File: config.mk
export PLATFORM = sky130hd
export DESIGN_NAME = stopwatch_counter
export DESIGN_NICKNAME = d
export VERILOG_FILES = /design/src/rtl/stopwatch_pkg.sv /design/src/rtl/stopwatch_counter_bcd_digit.sv /design/src/rtl/stopwatch_counter.sv
export SDC_FILE = /design/constraint.sdc
export NUM_CORES = 1
export LEC_CHECK = 0
export BUFFER_PORTS_ARGS = -buffer_cell sky130_fd_sc_hd__buf_4
export CAP_MARGIN = 15
export CORE_MARGIN = 1.5
export CORE_UTILIZATION = 52
export CTS_CLUSTER_DIAMETER = 40
export DETAILED_ROUTE_END_ITERATION = 6
export PLACE_DENSITY_LB_ADDON = 0.08
export SLEW_MARGIN = 20
export SYNTH_ARGS = -nofsm -noshare
export SYNTH_HDL_FRONTEND = slang
export SYNTH_SLANG_ARGS = --single-unit
File: constraint.sdc
create_clock -name clk -period 6.3 [get_ports clk]
set_input_delay 0.315 -clock clk [delete_from_list [all_inputs] [get_ports clk]]
set_output_delay 0.315 -clock clk [all_outputs]
set_load 0.05 [all_outputs]
File: src/rtl/stopwatch_pkg.sv
// Shared types and constants for the stopwatch counter: FSM states, BCD digit
// and MM:SS word types, and per-digit modulus limits.
package stopwatch_pkg;

    typedef enum logic [1:0] {
        ST_IDLE  = 2'd0,
        ST_RUN   = 2'd1,
        ST_PAUSE = 2'd2,
        ST_DONE  = 2'd3
    } sw_state_t;

    typedef logic [3:0]  bcd_digit_t;
    typedef logic [15:0] mmss_t;

    localparam bcd_digit_t DIGIT_MAX_UNITS = 4'd9;
    localparam bcd_digit_t DIGIT_MAX_TENS  = 4'd5;

    function automatic logic mmss_is_zero(input mmss_t value);
        return (value == 16'h0000);
    endfunction

endpackage

File: src/rtl/stopwatch_counter_bcd_digit.sv
// One modulo-(MAX+1) BCD digit: advances on i_en, wraps to zero after MAX and
// raises o_carry in the same cycle so the next digit can advance.
module bcd_digit
    import stopwatch_pkg::*;
#(
    parameter bcd_digit_t MAX = DIGIT_MAX_UNITS
) (
    input  logic       i_clk,
    input  logic       i_rst,
    input  logic       i_clr,
    input  logic       i_en,
    output bcd_digit_t o_q,
    output logic       o_carry
);

    bcd_digit_t r_q;

    always_ff @(posedge i_clk) begin
        if (i_rst || i_clr) begin
            r_q <= '0;
        end else if (i_en) begin
            r_q <= (r_q == MAX) ? bcd_digit_t'(0) : r_q + 4'd1;
        end
    end

    assign o_q     = r_q;
    assign o_carry = i_en && (r_q == MAX);

endmodule

File: src/rtl/stopwatch_counter.sv
// BCD MM:SS stopwatch with run/pause, limit compare via external comparator.
// Optional lap capture compiled in with `define STOPWATCH_LAP_EN.
module stopwatch_counter
    import stopwatch_pkg::*;
#(
    parameter int CLK_DIV = 50000000
) (
    input  logic        clk,
    input  logic        rst,
    input  logic        start_stop,
    input  logic        clear,
    input  logic        limit_load,
    input  logic [15:0] limit_in,
    input  logic        cmp_ge,
    output logic [15:0] count,
    output logic [15:0] limit,
    output logic        running,
    output logic        done,
    output logic        alarm
`ifdef STOPWATCH_LAP_EN
    ,
    input  logic        lap,
    output logic [15:0] lap_time
`endif
);

    localparam int PRESC_W = $clog2(CLK_DIV);
    localparam logic [PRESC_W-1:0] PRESC_MAX = PRESC_W'(CLK_DIV - 1);

    sw_state_t           r_state;
    sw_state_t           w_state_nxt;
    logic [PRESC_W-1:0]  r_presc;
    logic [PRESC_W-1:0]  w_presc_nxt;
    mmss_t               r_limit;
    logic                r_done;
    logic                w_cmp_hit;
    logic                w_tick;
    logic [4:0]          w_carry;
    mmss_t               w_count;
    logic                w_unused_wrap;

    // Compare only counts while running; a zero limit means free-running.
    assign w_cmp_hit = (r_state == ST_RUN) && cmp_ge && !mmss_is_zero(r_limit);

    always_comb begin
        w_state_nxt = r_state;
        w_presc_nxt = '0;
        w_tick      = 1'b0;
        if (clear) begin
            w_state_nxt = ST_IDLE;
        end else begin
            case (r_state)
                ST_IDLE: begin
                    if (start_stop) w_state_nxt = ST_RUN;
                end
                ST_RUN: begin
                    if (w_cmp_hit) begin
                        w_state_nxt = ST_DONE;
                    end else begin
                        if (start_stop) w_state_nxt = ST_PAUSE;
                        if (r_presc == PRESC_MAX) begin
                            w_tick = 1'b1;
                        end else begin
                            w_presc_nxt = r_presc + 1'b1;
                        end
                    end
                end
                ST_PAUSE: begin
                    w_presc_nxt = r_presc;
                    if (start_stop) w_state_nxt = ST_RUN;
                end
                ST_DONE: begin
                    w_state_nxt = ST_DONE;
                end
                default: begin
                    w_state_nxt = ST_IDLE;
                end
            endcase
        end
    end

    always_ff @(posedge clk) begin
        if (rst) begin
            r_state <= ST_IDLE;
            r_presc <= '0;
            r_done  <= 1'b0;
        end else begin
            r_state <= w_state_nxt;
            r_presc <= w_presc_nxt;
            r_done  <= (r_state != ST_DONE) && (w_state_nxt == ST_DONE);
        end
    end

    always_ff @(posedge clk) begin
        if (rst) begin
            r_limit <= '0;
        end else if (limit_load && !clear &&
                     ((r_state == ST_IDLE) || (r_state == ST_DONE))) begin
            r_limit <= limit_in;
        end
    end

    // Digit chain, least significant first: ss units, ss tens, mm units, mm tens.
    assign w_carry[0] = w_tick;

    bcd_digit #(.MAX(DIGIT_MAX_UNITS)) u_sec_units (
        .i_clk(clk), .i_rst(rst), .i_clr(clear), .i_en(w_carry[0]),
        .o_q(w_count[3:0]), .o_carry(w_carry[1])
    );

    bcd_digit #(.MAX(DIGIT_MAX_TENS)) u_sec_tens (
        .i_clk(clk), .i_rst(rst), .i_clr(clear), .i_en(w_carry[1]),
        .o_q(w_count[7:4]), .o_carry(w_carry[2])
    );

    bcd_digit #(.MAX(DIGIT_MAX_UNITS)) u_min_units (
        .i_clk(clk), .i_rst(rst), .i_clr(clear), .i_en(w_carry[2]),
        .o_q(w_count[11:8]), .o_carry(w_carry[3])
    );

    bcd_digit #(.MAX(DIGIT_MAX_TENS)) u_min_tens (
        .i_clk(clk), .i_rst(rst), .i_clr(clear), .i_en(w_carry[3]),
        .o_q(w_count[15:12]), .o_carry(w_carry[4])
    );

    // Rollover past 59:59 needs no extra action: every digit wraps on its own.
    assign w_unused_wrap = w_carry[4];

`ifdef STOPWATCH_LAP_EN
    mmss_t r_lap_time;

    always_ff @(posedge clk) begin
        if (rst || clear) begin
            r_lap_time <= '0;
        end else if (lap && ((r_state == ST_RUN) || (r_state == ST_PAUSE))) begin
            r_lap_time <= w_count;
        end
    end

    assign lap_time = r_lap_time;
`endif

    assign count   = w_count;
    assign limit   = r_limit;
    assign running = (r_state == ST_RUN);
    assign alarm   = (r_state == ST_DONE);
    assign done    = r_done;

endmodule

==> results of run 1 <==
## state kept, by name, indices dropped and copies added (netlist names)
name and flops:
u_min_units.o_q 4, r_presc 26, limit 16, u_sec_units.o_q 4, u_sec_tens.o_q 4, r_state 2
done 1, u_min_tens.o_q 4
## power by group through the flow
stage	sequential (mW)	clock, mW	combinational [mW]
2_1_floorplan	0.420	0	0.0288
3_3_place_gp	0.404	0	0.0689
3_5_place_dp	0.404	0	0.0693
4_1_cts	0.395	0.394	0.0699
5_1_grt	0.396	0.411	0.0750
6_report	0.395	0.389	0.0692
## critical path: stages (launching register included)
cell and delay, ns:
dfxtp_1 0.33, or4_4 0.57, o41ai_4 0.56, nand4_1 0.27
or4_1 0.52, a21oi_1 0.17
## final cells by class
class | instances | area share, %
multi-input cells | 259 | 43.9
flip-flops and latches | 61 | 33.9
repair buffers | 57 | 11.9
clock buffers | 14 | 5.35
well taps | 72 | 2.50
inverters | 13 | 1.36
clock inverters | 2 | 1.04
## layer usage
layer / wire [um] / share of wire [%] / track usage [%] / vias to the layer above
met1: 2980 / 47 / 28.6 / 1190
met4: 96 / 1.5 / 9.82 / 0
met3: 296 / 4.7 / 6.12 / 9
met2: 2920 / 46 / 34.3 / 54
met5: 0 / 0 / 0 / -
li1: - / - / - / 1324
## logic make-up (layout without fill, tap and decap cells)
family / after synthesis / after routing / synth area share, %
flip-flops: 61 / 61 / 42.1
buffers and inverters: 26 / 86 / 3.45
multiplexers: 3 / 3 / 1.03
AND/OR/NAND/NOR: 176 / 176 / 32.5
adder cells (fa/ha/maj): 5 / 5 / 2.16
XOR/XNOR: 26 / 26 / 7.84
AO/OA/AOI/OAI: 49 / 49 / 11.0
## path summary, 6_finish.rpt
path	end	slack (ns)	depth (start not counted)
worst max-delay path	u_sec_tens.o_q[1]	3.81	5
worst min register to register	limit[11]	0.47	2
worst min-delay path	limit[3]	0.22	3
worst max register to register	u_sec_tens.o_q[1]	3.81	5
## cell usage in the layout, fill, tap and decap left out, drive strengths merged, types with 9 or more instances in the layout
cell     n
nor3    10
a21oi   26
nor2    40
inv     13
nor4     9
xnor2   20
nand2   55
buf     57
nand4    9
clkbuf  14
dfxtp   61
==> flow_metrics.env, run 1 <==
export IMPL_critPathLaunchType="register"
export IMPL_cts_tree="built"
export IMPL_setup_viol=0
export IMPL_floorplan_initialDensity_pct=53.4
export IMPL_clock_latency_ns=0.33
export IMPL_critical_path_arrival_ns=2.75
export IMPL_hp_class="in -> reg"
export IMPL_place_gp_congestion=0.801
export IMPL_drt_iter0_drc=85
export IMPL_numPortBuffers=56
export IMPL_rr_startpoint="limit[7]"
export IMPL_clockBufferDepth=2
export IMPL_period_needed_ns=2.49
export IMPL_fin_ws_ns=3.81
export IMPL_post_route_cell_area_um2=3600
export IMPL_synth_edf_count=0
export IMPL_synth_main_ff_cell="dfxtp_1"
export IMPL_antenna_cells=0
export IMPL_hold_viol_final=0
export IMPL_numCtsBuffers=9
export IMPL_clkSlewWorstSetupHoldPaths_ns=0.07
export IMPL_core_area_um2=5440
export IMPL_drc=0
export IMPL_hold_buffers=0
export IMPL_ir_worst_vdd_uv=144
export IMPL_fp_dieArea_um2=6040
export IMPL_antenna_left=0
export IMPL_grt_max_degree=26
export IMPL_crit_path_start="limit[7]"
export IMPL_ios=57
export IMPL_antenna_found_initial=0
export IMPL_syn_area_per_cell_um2=8.39
export IMPL_pwr_share_comb_pct=8.1
export IMPL_synth_seq_cells=61
export IMPL_max_slew_worst_pin_slew_ns=0.992
export IMPL_crit_fanout=6
export IMPL_fin_nets=428
export IMPL_htreeDepth=3
export IMPL_yosys_top_cells_count="61 x dfxtp_1, 55 x nand2_1, 40 x nor2_1"
export IMPL_fin_crit_sh_pct=39.5
export IMPL_dp_cells=462
export IMPL_root_buffer="clkbuf_8"
export IMPL_hold_slack_ns=0.221
export IMPL_vias_per_cell=5.39
export IMPL_synth_fp_nets=373
export IMPL_fp_dieH_um=77.7
export IMPL_yosysSeqAreaShare_pct=42.1
export IMPL_syn_inst=346
export IMPL_ys_warn_count=0
export IMPL_clkPwrFrac_pct=45.6
export IMPL_async_flop_share_pct=0
export IMPL_post_cts_buffers=0
export IMPL_synth_area_top_cells="dfxtp_1 42%, nand2_1 7.1%, xnor2_1 6.0%"
export IMPL_end_kind="register"
export IMPL_slew_viol_final=0
export IMPL_track_usage_pct=22.1
export IMPL_seq_area_um2=1220
export IMPL_fin_util_pct=66.2
export IMPL_synth_top_cell_area_share_pct=42.1
export IMPL_min_delay_start="limit_in[3]"
export IMPL_maxCapViolCount=0
export IMPL_powerDensity_nw_per_um2=237
export IMPL_grt_pass1_vias=2337
export IMPL_post_cts_resized=0
export IMPL_p_total_mw=0.853
export IMPL_syn_to_final_growth_pct=24.0
export IMPL_fp_row_count=27
export IMPL_overflow=0
export IMPL_p_sw_share_pct=23.3
export IMPL_n_fill_cell=472
export IMPL_dp_final_hpwl_mm=4.43
export IMPL_worstPathRequired_ns=6.56
export IMPL_die_w_um=77.7
export IMPL_synth_most_common_cell="dfxtp_1"
export IMPL_relSlewSlack_pct=33.6
export IMPL_pre_cts_slack_ns=3.83
export IMPL_final_setup_tns_ns=0
export IMPL_fmax_mhz=402
export IMPL_yosysTopAreaCell="dfxtp_1"
export IMPL_pwr_share_seq_pct=46.3
export IMPL_p_sw_mw=0.199
export IMPL_power_leakage_nw=1.27
export IMPL_wirelength_mm=6.30
export IMPL_ys_types=51
export IMPL_final_cells=478
export IMPL_placed_cell_area_um2=3370
export IMPL_crit_type="reg -> reg"
export IMPL_cts_sinks=61
export IMPL_layout_drive_gt1_share_pct=20.9
export IMPL_multi_input_area_um2=1580
export IMPL_cell_internal_pwr_mw=0.654
export IMPL_syn_area_um2=2900
export IMPL_via_count=2577
export IMPL_fin_skew_ns=0.00495
export IMPL_dr_pass1_iters=4
export IMPL_rsz0062_at_grt="false"
export IMPL_routedWlPerCell_um=13.2
export IMPL_grt_pass1_wl_mm=10.7
export IMPL_outcome="complete, no violations"
Power figures use the tool's default switching activity.
==> inputs of run 2 (changes only) <==
--- a/config.mk
+++ b/config.mk
@@ -8,7 +8,7 @@
 export BUFFER_PORTS_ARGS = -buffer_cell sky130_fd_sc_hd__buf_4
 export CAP_MARGIN = 15
 export CORE_MARGIN = 1.5
-export CORE_UTILIZATION = 52
+export CORE_UTILIZATION = 49
 export CTS_CLUSTER_DIAMETER = 40
 export DETAILED_ROUTE_END_ITERATION = 6
 export PLACE_DENSITY_LB_ADDON = 0.08
==> constraint.sdc (replaced) <==
create_clock -name clk -period 2.2 [get_ports clk]
set_input_delay 0.11 -clock clk [delete_from_list [all_inputs] [get_ports clk]]
set_output_delay 0.11 -clock clk [all_outputs]
set_load 0.05 [all_outputs]
==> flow_metrics.env, run 2 (same netlist as run 1, synthesis figures left out) <==
export IMPL_outcome="finished, violations left"
export IMPL_layout_drive_gt1_share_pct=31.4
export IMPL_fin_nets=462
export IMPL_powerDensity_nw_per_um2=600
export IMPL_placed_cell_area_um2=3640
export IMPL_grt_pass1_vias=2481
export IMPL_grt_max_degree=26
export IMPL_antenna_left=0
export IMPL_pwr_share_comb_pct=9.7
export IMPL_pwr_share_seq_pct=48.3
export IMPL_grt_pass1_wl_mm=11.2
export IMPL_fin_crit_sh_pct=104
export IMPL_root_buffer="clkbuf_8"
export IMPL_dp_cells=491
export IMPL_r2r_cells=7
export IMPL_whs_endpoint="limit[11]"
export IMPL_hp_class="in -> reg"
export IMPL_clkPwrFrac_pct=42.0
export IMPL_cp_common_cell="buf_4"
export IMPL_post_route_cell_area_um2=3910
export IMPL_crit_type="reg -> reg"
export IMPL_cell_internal_pwr_mw=1.76
export IMPL_drt_iter0_drc=119
export IMPL_layout_common_cells="87 x buf_4, 55 x nand2_1, 45 x dfxtp_1"
export IMPL_drc=0
export IMPL_place_gp_congestion=0.843
export IMPL_antenna_cells=0
export IMPL_max_stage_delay_ns=0.55
export IMPL_syn_to_final_growth_pct=34.6
export IMPL_critPathLaunchType="register"
export IMPL_dp_final_hpwl_mm=4.77
export IMPL_r2r_slack_ns=-0.09
export IMPL_routedWlPerCell_um=13.5
export IMPL_hold_depth=3
export IMPL_final_common_cell="buf_4"
export IMPL_p_sw_share_pct=24.8
export IMPL_relSlewSlack_pct=70.6
export IMPL_p_total_mw=2.34
export IMPL_n_fill_cell=464
export IMPL_via_count=2730
export IMPL_core_area_um2=5610
export IMPL_power_leakage_nw=1.45
export IMPL_fin_ws_ns=-0.0859
export IMPL_die_w_um=80.0
export IMPL_numPortBuffers=56
export IMPL_p_sw_mw=0.580
export IMPL_fp_dieArea_um2=6390
export IMPL_cpMaxStageDelayCell="or4_4"
export IMPL_ir_worst_vdd_uv=418
export IMPL_min_delay_start="limit_in[11]"
export IMPL_ios=57
export IMPL_dr_pass1_iters=4
export IMPL_period_needed_ns=2.29
export IMPL_violations="negative setup slack"
export IMPL_rsz0062_at_grt="true"
export IMPL_floorplan_initialDensity_pct=51.8
export IMPL_r2r_end="u_min_tens.o_q[0]"
export IMPL_pre_cts_slack_ns=-0.0207
export IMPL_regMostFlops="r_presc"
export IMPL_cts_sinks=61
export IMPL_fp_row_count=27
export IMPL_end_kind="register"
export IMPL_htreeDepth=3
export IMPL_cp_cell_sequence="or4_4 -> o41ai_4 -> buf_4 -> buf_4 -> nand4_4 -> or4b_1 -> o21ai_1"
export IMPL_rr_startpoint="limit[3]"
export IMPL_clkSlewWorstSetupHoldPaths_ns=0.07
export IMPL_vias_per_cell=5.33
export IMPL_setup_viol=10
export IMPL_fin_skew_ns=0.00757
export IMPL_worstPathRequired_ns=2.47
export IMPL_crit_fanout=7
export IMPL_final_cells=512
export IMPL_fp_dieH_um=80.0
export IMPL_clockBufferDepth=2
export IMPL_slew_viol_final=0
export IMPL_wirelength_mm=6.90
export IMPL_final_setup_tns_ns=-0.253
export IMPL_overflow=0
export IMPL_numCtsBuffers=9
export IMPL_clock_latency_ns=0.33
export IMPL_critical_path_arrival_ns=2.56
export IMPL_antenna_found_initial=0
export IMPL_maxCapViolCount=0
export IMPL_hold_viol_final=0
export IMPL_largest_reg_flops=26
export IMPL_max_slew_worst_pin_slew_ns=0.437
export IMPL_track_usage_pct=22.5
export IMPL_cts_tree="built"
export IMPL_fmax_mhz=437
==> run 2: cell types whose count changed in the layout (fill, tap and decap cells not counted), moves of 2 or more <==
cell / change
or4_1: -3
dlygate4sd3_1: +2
buf_4: +30
dfxtp_4: +2
or4_4: +3
dfxtp_1: -16
clkinv_2: +4
dfxtp_2: +14
clkbuf_8: -4
==> run 2: how the worst max path moves through the flow <==
stage / slack, ns / cells past startpoint / from / end
finish: -0.09 / 7 / limit[3] / u_min_tens.o_q[0]
global route: -0.16 / 7 / limit[3] / u_min_tens.o_q[0]
CTS: -0.04 / 6 / limit[3] / u_min_tens.o_q[0]
detailed placement: -0.02 / 6 / limit[3] / u_min_tens.o_q[2]
global placement: 0.02 / 6 / limit[3] / u_min_tens.o_q[0]
floorplan: -0.08 / 5 / limit[3] / u_min_tens.o_q[0]
==> run 2: routing by layer <==
| layer | vias up | track usage (%) | routed length (um) |
|---|---|---|---|
| li1 | 1397 | - | - |
| met1 | 1260 | 29.9 | 3260 |
| met2 | 64 | 35.4 | 3270 |
| met3 | 9 | 3.66 | 281 |
| met4 | 0 | 10.5 | 96 |
| met5 | - | 0 | 0 |
==> run 2: cell type report <==
type,instances,area [um2],area share [%]
clock buffers,11,141,3.62
clock inverters,5,50.0,1.28
inverters,13,48.8,1.25
multi-input cells,259,1630,41.6
flip-flops and latches,61,1250,31.9
well taps,72,90.1,2.31
repair buffers,91,704,18.0
==> run 2: stage by stage <==
stage                     utilization (%)  hold slack, ns
after floorplan                         -           0.236
after global placement               64.9           0.356
after detailed placement             64.9           0.360
after CTS                            68.7        0.000523
after global routing                 69.7          0.0193
final                                69.7          0.0121
==> run 2: critical path, delay by kind of cell (launching register included) <==
family                 cells  cell delay [ns]
buffers and inverters      2             0.29
flip-flops                 1             0.34
AND/OR/NAND/NOR            3             1.16
AO/OA/AOI/OAI              2             0.44
==> run 2: power by group through the flow <==
stage | Sequential [mW] | Combinational, mW | Clock, mW
floorplan | 1.20 | 0.0845 | 0
global route | 1.13 | 0.243 | 1.04
finish | 1.13 | 0.227 | 0.983
CTS | 1.13 | 0.216 | 0.996
detailed placement | 1.16 | 0.213 | 0
global placement | 1.16 | 0.212 | 0
==> run 2: timing repair <==
| action | in CTS | in global routing |
|---|---|---|
| hold endpoints to repair | 2 | 0 |
| pin swaps | 0 | 4 |
| buffers inserted | 0 | 3 |
| setup endpoints to repair | 5 | 38 |
| resized for setup | 1 | 6 |
| hold buffers | 2 | 0 |
==> inputs of run 3 (changes only) <==
--- a/config.mk
+++ b/config.mk
@@ -5,14 +5,15 @@
 export SDC_FILE = /design/constraint.sdc
 export NUM_CORES = 1
 export LEC_CHECK = 0
+export ABC_AREA = 1
 export BUFFER_PORTS_ARGS = -buffer_cell sky130_fd_sc_hd__buf_4
 export CAP_MARGIN = 15
 export CORE_MARGIN = 1.5
-export CORE_UTILIZATION = 49
+export CORE_UTILIZATION = 50
 export CTS_CLUSTER_DIAMETER = 40
 export DETAILED_ROUTE_END_ITERATION = 6
+export GPL_TIMING_DRIVEN = 0
 export PLACE_DENSITY_LB_ADDON = 0.08
-export SLEW_MARGIN = 20
 export SYNTH_ARGS = -nofsm -noshare
 export SYNTH_HDL_FRONTEND = slang
 export SYNTH_SLANG_ARGS = --single-unit
==> flow_metrics.env, run 3 <==
export IMPL_outcome="complete, no violations"
export IMPL_fin_nets=558
export IMPL_critical_path_arrival_ns=2.29
export IMPL_floorplan_initialDensity_pct=52.3
export IMPL_hold_viol_final=0
export IMPL_syn_area_um2=3130
export IMPL_relSlewSlack_pct=61.0
export IMPL_synth_main_ff_cell="dfxtp_1"
export IMPL_clockBufferDepth=2
export IMPL_ys_types=31
export IMPL_yosysSeqAreaShare_pct=39.0
export IMPL_root_buffer="clkbuf_8"
export IMPL_fp_dieArea_um2=6750
export IMPL_antenna_found_initial=0
export IMPL_overflow=0
export IMPL_hp_class="in -> reg"
export IMPL_die_w_um=82.2
export IMPL_dp_final_hpwl_mm=5.17
export IMPL_antenna_left=0
export IMPL_powerDensity_nw_per_um2=600
export IMPL_numCtsBuffers=9
export IMPL_crit_type="reg -> reg"
export IMPL_synth_seq_cells=61
export IMPL_async_flop_share_pct=0
export IMPL_fp_dieH_um=82.2
export IMPL_regMostFlops="r_presc"
export IMPL_fmax_mhz=483
export IMPL_power_leakage_nw=1.61
export IMPL_fin_skew_ns=0.0121
export IMPL_seq_area_um2=1220
export IMPL_grt_max_degree=11
export IMPL_hold_slack_ns=0.0217
export IMPL_n_fill_cell=558
export IMPL_ios=57
export IMPL_vias_per_cell=4.94
export IMPL_syn_inst=466
export IMPL_cts_tree="built"
export IMPL_post_route_cell_area_um2=3830
export IMPL_grt_pass1_vias=2749
export IMPL_fp_row_count=28
export IMPL_hold_buffers=0
export IMPL_final_common_cell="nand2_1"
export IMPL_yosys_top_cells_count="115 x nand2_1, 84 x nor2_1, 61 x dfxtp_1"
export IMPL_period_needed_ns=2.07
export IMPL_syn_to_final_growth_pct=22.2
export IMPL_placed_cell_area_um2=3640
export IMPL_drc=0
export IMPL_max_slew_worst_pin_slew_ns=0.583
export IMPL_yosysTopAreaCell="dfxtp_1"
export IMPL_post_cts_buffers=0
export IMPL_ys_warn_count=0
export IMPL_crit_fanout=9
export IMPL_clkSlewWorstSetupHoldPaths_ns=0.07
export IMPL_core_area_um2=5990
export IMPL_wirelength_mm=6.90
export IMPL_multi_input_area_um2=1660
export IMPL_maxCapViolCount=0
export IMPL_drt_iter0_drc=150
export IMPL_slew_viol_final=0
export IMPL_clock_latency_ns=0.35
export IMPL_numPortBuffers=55
export IMPL_cts_sinks=61
export IMPL_synth_top_cell_area_share_pct=39.0
export IMPL_synth_area_top_cells="dfxtp_1 39%, nand2_1 14%, nor2_1 10%"
export IMPL_htreeDepth=3
export IMPL_track_usage_pct=22.3
export IMPL_end_kind="register"
export IMPL_final_setup_tns_ns=0
export IMPL_rsz0062_at_grt="false"
export IMPL_routedWlPerCell_um=11.3
export IMPL_r2r_slack_ns=0.13
export IMPL_ir_worst_vdd_uv=452
export IMPL_fin_crit_sh_pct=94.1
export IMPL_layout_drive_gt1_share_pct=20.3
export IMPL_grt_pass1_wl_mm=11.5
export IMPL_place_gp_congestion=0.831
export IMPL_via_count=3021
export IMPL_largest_reg_flops=26
export IMPL_setup_viol=0
export IMPL_dr_pass1_iters=4
export IMPL_synth_edf_count=0
export IMPL_antenna_cells=0
export IMPL_synth_fp_nets=493
export IMPL_worstPathRequired_ns=2.42
export IMPL_critPathLaunchType="register"
export IMPL_syn_area_per_cell_um2=6.73
export IMPL_synth_most_common_cell="nand2_1"
export IMPL_layout_common_cells="115 x nand2_1, 84 x nor2_1, 61 x dfxtp_1"
-- run 3: cell count changes after synthesis, moves of 8 or more --
cell and delta:
nand2_1 +60, nand3_1 +17, nor2_1 +44, nor2_4 +8, inv_1 +38, xnor2_1 -19
inv_2 +9
-- run 3: stage by stage --
| stage | utilization, % | cells | worst slack, ns | power, mW |
|---|---|---|---|---|
| after floorplan | - | 466 | 0.230 | 1.27 |
| after global placement | 60.8 | 596 | 0.180 | 1.34 |
| after detailed placement | 60.8 | 596 | 0.116 | 1.34 |
| after CTS | 64.0 | 612 | 0.0882 | 2.32 |
| after global routing | 64.0 | 611 | 0.00229 | 2.38 |
| final | 64.0 | 611 | 0.129 | 2.30 |
-- run 3: area by class of cell --
class	instances	share of cell area, %
multi-input cells	337	43.2
clock buffers	11	3.69
well taps	75	2.45
flip-flops and latches	61	31.9
clock inverters	5	1.31
repair buffers	55	10.8
plain buffers	5	0.555
inverters	62	6.14
-- run 3: cell families after synthesis --
kind of cell / after synthesis / share of synthesized area [%]
XOR/XNOR: 9 / 2.52
flip-flops: 61 / 39.0
AO/OA/AOI/OAI: 44 / 7.11
AND/OR/NAND/NOR: 279 / 41.2
adder cells (fa/ha/maj): 5 / 2.00
buffers and inverters: 68 / 8.22
-- run 3: metal layers --
| metal | up-vias | routed length, um | track usage, % |
|---|---|---|---|
| li1 | 1599 | - | - |
| met1 | 1351 | 3180 | 26.8 |
| met2 | 64 | 3270 | 37.5 |
| met3 | 7 | 372 | 7.25 |
| met4 | 0 | 74 | 7.46 |
| met5 | - | 0 | 0 |
-- run 3: critical path, stage by stage, from the launching register on --
cell and delay (ns):
dfxtp_1 0.39, inv_1 0.11, ha_1 0.30, inv_4 0.15, nand2_2 0.11, nor2_4 0.13
nand2_2 0.09, nor2_4 0.15, nand2_4 0.10, nor2_2 0.16, nand2_1 0.10, nor2_1 0.12
nor3b_2 0.05
-- run 3: path summary, 6_finish.rpt --
path	from	endpoint	depth (start not counted)
worst max-delay path	r_state[0]	r_presc[24]	12
worst max register to register	r_state[0]	r_presc[24]	12
worst min register to register	limit[11]	limit[11]	2
worst min-delay path	limit_in[10]	limit[10]	3
-- run 3: power breakdown --
part / switching [mW] / internal, mW
clock: 0.434 / 0.546
combinational: 0.120 / 0.0665
sequential: 0.0125 / 1.12
total: 0.566 / 1.73
-- run 3: what timing repair did --
| action | in CTS | in global routing |
|---|---|---|
| resized for setup | 0 | 1 |
| setup endpoints to repair | 0 | 9 |
| endpoints found under the hold margin | 0 | 0 |
